### config.mk
export PLATFORM = sky130hd
export DESIGN_NAME = lifo_fifo_buffer
export DESIGN_NICKNAME = d
export VERILOG_FILES = /design/src/rtl/lifo_fifo_buffer.sv
export SDC_FILE = /design/constraint.sdc
export NUM_CORES = 1
export LEC_CHECK = 0
export CAP_MARGIN = 0
export CORE_MARGIN = 4
export CORE_UTILIZATION = 50
export CTS_BUF_LIST = sky130_fd_sc_hd__clkbuf_8
export CTS_CLUSTER_DIAMETER = 100
export DETAILED_ROUTE_END_ITERATION = 8
export PLACE_DENSITY = 0.72
export SETUP_SLACK_MARGIN = 0.4
export SLEW_MARGIN = 0
export SYNTH_ARGS = -nofsm -noshare
export SYNTH_HDL_FRONTEND = slang
export SYNTH_SLANG_ARGS = --single-unit
### constraint.sdc
create_clock -name clock -period 3.61 [get_ports clock]
set_clock_uncertainty 0.2 [all_clocks]
set_input_delay 0.9025 -clock clock [delete_from_list [all_inputs] [get_ports clock]]
set_output_delay 0.9025 -clock clock [all_outputs]
set_load 0.05 [all_outputs]
### src/rtl/lifo_fifo_buffer.sv
// rtl/lifo_fifo_buffer.sv - run-time selectable LIFO/FIFO buffer over one circular array
//
// Purpose: operand/token buffer between a producer and a consumer. One circular
// storage array with head (oldest entry) and tail (next free slot) pointers acts
// as a stack (LIFO) or a queue (FIFO). The mode is latched only while the buffer
// is empty and idle, so stored data is never reinterpreted.
//
// Ports:
//   clock        - rising-edge clock
//   reset_n      - asynchronous active-low reset
//   mode         - requested mode, 0 = LIFO, 1 = FIFO
//   push         - write data_in this cycle
//   pop          - read one entry this cycle
//   data_in      - write data
//   clear_err    - clear overflow/underflow flags
//   data_out     - registered read data, held until the next successful pop
//   valid_out    - one-cycle pulse after data_out was updated by a pop
//   empty / full - occupancy decodes of count
//   count        - current occupancy
//   overflow     - sticky, a push was rejected
//   underflow    - sticky, a pop was rejected
//   mode_active  - mode currently in effect

module lifo_fifo_buffer #(
  parameter int data_width = 16,
  parameter int data_depth = 4,
  localparam int count_width = $clog2(data_depth + 1)
) (
  input  logic                   clock,
  input  logic                   reset_n,
  input  logic                   mode,
  input  logic                   push,
  input  logic                   pop,
  input  logic [data_width-1:0]  data_in,
  input  logic                   clear_err,
  output logic [data_width-1:0]  data_out,
  output logic                   valid_out,
  output logic                   empty,
  output logic                   full,
  output logic [count_width-1:0] count,
  output logic                   overflow,
  output logic                   underflow,
  output logic                   mode_active
);

  localparam int ptr_width = (data_depth > 1) ? $clog2(data_depth) : 1;
  localparam logic [ptr_width-1:0]   last_ptr   = ptr_width'(data_depth - 1);
  localparam logic [count_width-1:0] full_count = count_width'(data_depth);

  // Wrapping pointer arithmetic; depth need not be a power of two.
  function automatic logic [ptr_width-1:0] ptr_inc(input logic [ptr_width-1:0] p);
    return (p == last_ptr) ? '0 : p + ptr_width'(1);
  endfunction

  function automatic logic [ptr_width-1:0] ptr_dec(input logic [ptr_width-1:0] p);
    return (p == '0) ? last_ptr : p - ptr_width'(1);
  endfunction

  logic [data_width-1:0]  r_mem [data_depth];
  logic [ptr_width-1:0]   r_head;
  logic [ptr_width-1:0]   r_tail;
  logic [count_width-1:0] r_count;
  logic [data_width-1:0]  r_data_out;
  logic                   r_valid;
  logic                   r_overflow;
  logic                   r_underflow;
  logic                   r_mode;

  logic                   w_empty;
  logic                   w_full;
  logic                   w_fifo;
  logic                   w_wr_en;
  logic                   w_mode_load;
  logic [ptr_width-1:0]   w_head_inc;
  logic [ptr_width-1:0]   w_tail_inc;
  logic [ptr_width-1:0]   w_tail_dec;

  assign w_empty    = (r_count == '0);
  assign w_full     = (r_count == full_count);
  assign w_fifo     = r_mode;
  assign w_head_inc = ptr_inc(r_head);
  assign w_tail_inc = ptr_inc(r_tail);
  assign w_tail_dec = ptr_dec(r_tail);

  // Storage is written on a plain push with room, or on a FIFO push+pop with
  // data present (a full FIFO can still accept because head advances too).
  // LIFO push+pop and empty push+pop bypass storage entirely.
  assign w_wr_en = reset_n && push &&
                   ((!pop && !w_full) || (pop && w_fifo && !w_empty));

  // Mode may only change while nothing is stored and nothing is moving.
  assign w_mode_load = w_empty && !push && !pop;

  // Memory contents are deliberately not reset.
  always_ff @(posedge clock) begin
    if (w_wr_en) begin
      r_mem[r_tail] <= data_in;
    end
  end

  always_ff @(posedge clock or negedge reset_n) begin
    if (!reset_n) begin
      r_head      <= '0;
      r_tail      <= '0;
      r_count     <= '0;
      r_data_out  <= '0;
      r_valid     <= 1'b0;
      r_overflow  <= 1'b0;
      r_underflow <= 1'b0;
      r_mode      <= 1'b0;
    end else begin
      r_valid <= 1'b0;

      // Clear first so that a set on the same edge takes precedence.
      if (clear_err) begin
        r_overflow  <= 1'b0;
        r_underflow <= 1'b0;
      end

      if (w_mode_load) begin
        r_mode <= mode;
      end

      case ({push, pop})
        2'b10: begin
          if (w_full) begin
            r_overflow <= 1'b1;
          end else begin
            r_tail  <= w_tail_inc;
            r_count <= r_count + count_width'(1);
          end
        end
        2'b01: begin
          if (w_empty) begin
            r_underflow <= 1'b1;
          end else begin
            if (w_fifo) begin
              r_data_out <= r_mem[r_head];
              r_head     <= w_head_inc;
            end else begin
              r_data_out <= r_mem[w_tail_dec];
              r_tail     <= w_tail_dec;
            end
            r_count <= r_count - count_width'(1);
            r_valid <= 1'b1;
          end
        end
        2'b11: begin
          r_valid <= 1'b1;
          if (!w_fifo || w_empty) begin
            r_data_out <= data_in;
          end else begin
            // When full, head == tail: the read sees the old entry because
            // the memory write lands on the same edge.
            r_data_out <= r_mem[r_head];
            r_head     <= w_head_inc;
            r_tail     <= w_tail_inc;
          end
        end
        default: begin
        end
      endcase
    end
  end

  assign data_out    = r_data_out;
  assign valid_out   = r_valid;
  assign empty       = w_empty;
  assign full        = w_full;
  assign count       = r_count;
  assign overflow    = r_overflow;
  assign underflow   = r_underflow;
  assign mode_active = r_mode;

endmodule

==> impl_metrics.py <==
metrics = {
    "drt": {
        "avgRoutedWirePerCell_um": 21.02,
        "met3WireLength_um": 663,
        "via_count": 2924,
        "first_iter_violations": 162,
        "routed_via_density": 6.156,
        "ant_nets": 0,
        "drc": 0,
        "routed.top_layer": "met4",
        "routed_wl_um": 9983,
        "wl_met1_um": 3982,
        "drt_pass1_iterations": 4,
        "wl_met2_um": 5231,
    },
    "worst_hold_path": {
        "hp-class": "reg2reg",
        "min_from": "overflow",
    },
    "worst_setup_path": {
        "crit_slowest_cell": "dlygate4sd2_1",
        "critPathCapture": "empty",
        "end_kind": "primary output",
        "cp_cell_sequence": "or3_4 > inv_1 > dlygate4sd2_1",
        "r2r_setup_slack_ps": 1010,
        "cp-start-kind": "flop",
        "crit_start": "count[1]",
        "cp.required_ps": 2510,
        "arrival_ps": 1990,
        "timing.rr.start": "r_tail[0]",
        "worstPathMaxFanout": 8,
        "r2r_end": "data_out[4]",
        "slowest_delay_ps": 540,
        "reg2reg_depth": 6,
        "crit_type": "reg2out",
    },
    "layout": {
        "drive_gt1_share_pct": 14.86,
        "area_growth_pct": 19.79,
        "antenna_cells": 0,
        "layout.nets": 393,
    },
    "die": {
        "core_area_um2": 8382,
        "die_w_um": 101.6,
        "dieHeight_um": 101.6,
        "placementRows": 33,
        "io_pins": 47,
        "start_util_pct": 52.28,
        "die-area_um2": 10330,
    },
    "power": {
        "power_density_nw_per_um2": 875.7,
        "total_power_mw": 4.597,
        "max-vdd-ir-drop_v": 0.0002934,
        "leakage_nw": 1.947,
    },
    "clock_network": {
        "clk_latency_ps": 350,
        "cts-buffers-inserted": 9,
        "h-tree-depth": 3,
        "clockBufferDepth": 2,
        "cts_root_buffer": "clkbuf_8",
        "clkTransAtPathRegs_ps": 80,
        "cts_tree": "yes",
        "cts_setup_buffers": 0,
        "clock_sinks": 91,
    },
    "timing": {
        "hold_violations": 0,
        "relSlewSlack_pct": 34.69,
        "slew_viol_final": 0,
        "clock.fmax_mhz": 323.6,
        "rsz0062_at_grt": "false",
        "setup_viol": 0,
        "tightest_slew_ps": 979.6,
        "worst_slack_ps": 519.9,
        "period_share_pct": 85.60,
        "finalCriticalPeriod_ps": 3090,
        "tns_ps": 0,
    },
    "synth": {
        "synth-seq-area-share_pct": 59.28,
        "synth_top_area_share_pct": 43.86,
        "yosys.area_share.simple_pct": 7.424,
        "synth_xor_area_share_pct": 0.3998,
        "synth_compound_area_share_pct": 14.53,
        "ys_top_cells_by_count": "64 x edfxtp_1, 27 x dfrtp_1, 19 x mux2i_1, 18 x nor2_1, 17 x nor2b_1",
        "yosysMostFrequentCell": "edfxtp_1",
        "synthCells": 312,
        "synth_nets": 340,
        "synth_flop_cell": "edfxtp_1",
        "synth_adder_area_share_pct": 1.885,
        "synth_area_leader_cell": "edfxtp_1",
        "syn_area_um2": 4382,
        "synthTopCellsByArea": "edfxtp_1 44%, dfrtp_1 15%, mux4_2 7.7%, mux2i_1 4.3%, a211o_1 3.0%",
        "postSynthAreaPerCell_um2": 14.04,
        "ys_ff_latch": 91,
        "yosys.cell_types.count": 47,
        "synth-edff-count": 64,
        "synth_top_family_by_area": "compound AO/OA/AOI/OAI gates",
        "asyncSetResetFlopFracSynth_pct": 29.67,
        "synthMuxAreaShare_pct": 12.82,
        "yosysWarningCount": 0,
    },
    "place": {
        "hpwl_um": 6561,
        "dp_slack_ps": 478.6,
        "io_buffer_count": 46,
        "routabilityCongestion": 0.8085,
    },
    "global_route": {
        "antenna_found_initial": 0,
        "grt_usage_pct": 20.26,
        "grt_pass1_vias": 3035,
        "gr-total-overflow": 0,
        "grt_pass1_wl_um": 15690,
        "grt_max_degree": 35,
    },
    "run": {
        "drv_cap": 0,
    },
    "outcome": {
        "outcome": "complete, no violations",
    },
}
[state kept, by name, indices dropped and copies added, names as in the netlist]
name and count:
r_mem 64, data_out 16, count 3, r_head 2
r_tail 2, mode_active 1, overflow 1, underflow 1
valid_out 1
[repair_timing]
| action | 4_1_cts | 5_1_grt |
|---|---|---|
| endpoints found under the setup margin | 1 | 1 |
| hold endpoints to repair | 0 | 0 |
| gates cloned | 0 | 0 |
| hold buffers | 0 | 0 |
| gates resized for setup | 1 | 1 |
[cell usage in the layout, fill, tap and decap left out, drive strengths merged, types with 16 or more instances in the layout]
| cell type | count |
|---|---|
| mux2i | 19 |
| edfxtp | 64 |
| dfrtp | 27 |
| clkdlybuf4s50 | 44 |
| nor2 | 18 |
| nor2b | 17 |
| buf | 18 |
| a22oi | 16 |
[area by class of cell]
cell class                 count  area, um^2
fill                         642        3133
inverter                      10       37.54
clock inverter                 6       106.4
clock buffer                  10       137.6
timing repair buffer          64       609.3
sequential                    91        2597
multi-input combinational    189        1629
tap                          105       131.4
[logic make-up after synthesis]
| group | after synthesis |
|---|---|
| flip-flops | 91 |
| AO/OA/AOI/OAI | 83 |
| AND/OR/NAND/NOR | 61 |
| multiplexers | 37 |
| buffers and inverters | 32 |
| adder cells (fa/ha/maj) | 6 |
| XOR/XNOR | 2 |
[where the power goes]
group / total [mW] / internal [mW] / switching (mW)
clock network: 0.821 / 0.475 / 0.346
logic: 2.26 / 0.914 / 1.34
registers: 1.52 / 1.32 / 0.201
[layer usage]
layer  track usage, %  vias up
met5                0        -
met3            4.477        8
met4            7.362        0
li1                 -     1329
met2            35.31       98
met1            24.74     1489
[through the flow]
stage / utilization (%) / instances / hold slack (ps) / cell area, um^2
after detailed placement: 59.70 / 459 / 330.2 / 5004
after global placement: 59.70 / 459 / 324.0 / 5004
after global routing: 62.62 / 475 / 376.7 / 5249
after floorplan: - / 312 / 367.0 / 4387
final: 62.62 / 475 / 334.4 / 5249
after CTS: 62.59 / 475 / 343.2 / 5246
[critical path, delay by kind of cell, from the launching register on]
family / cells / cell delay, ps
buffers and inverters: 2 / 660
AND/OR/NAND/NOR: 1 / 480
flip-flops: 1 / 500
[worst min-delay path by stage]
stage / slack (ps) / cells after the start / endpoint
after floorplan: 370 / 2 / r_tail[1]
after global placement: 320 / 2 / overflow
after detailed placement: 330 / 2 / overflow
after CTS: 340 / 2 / overflow
after global routing: 380 / 2 / underflow
final: 330 / 2 / overflow
Note: power is estimated with default switching activity, not from simulation.
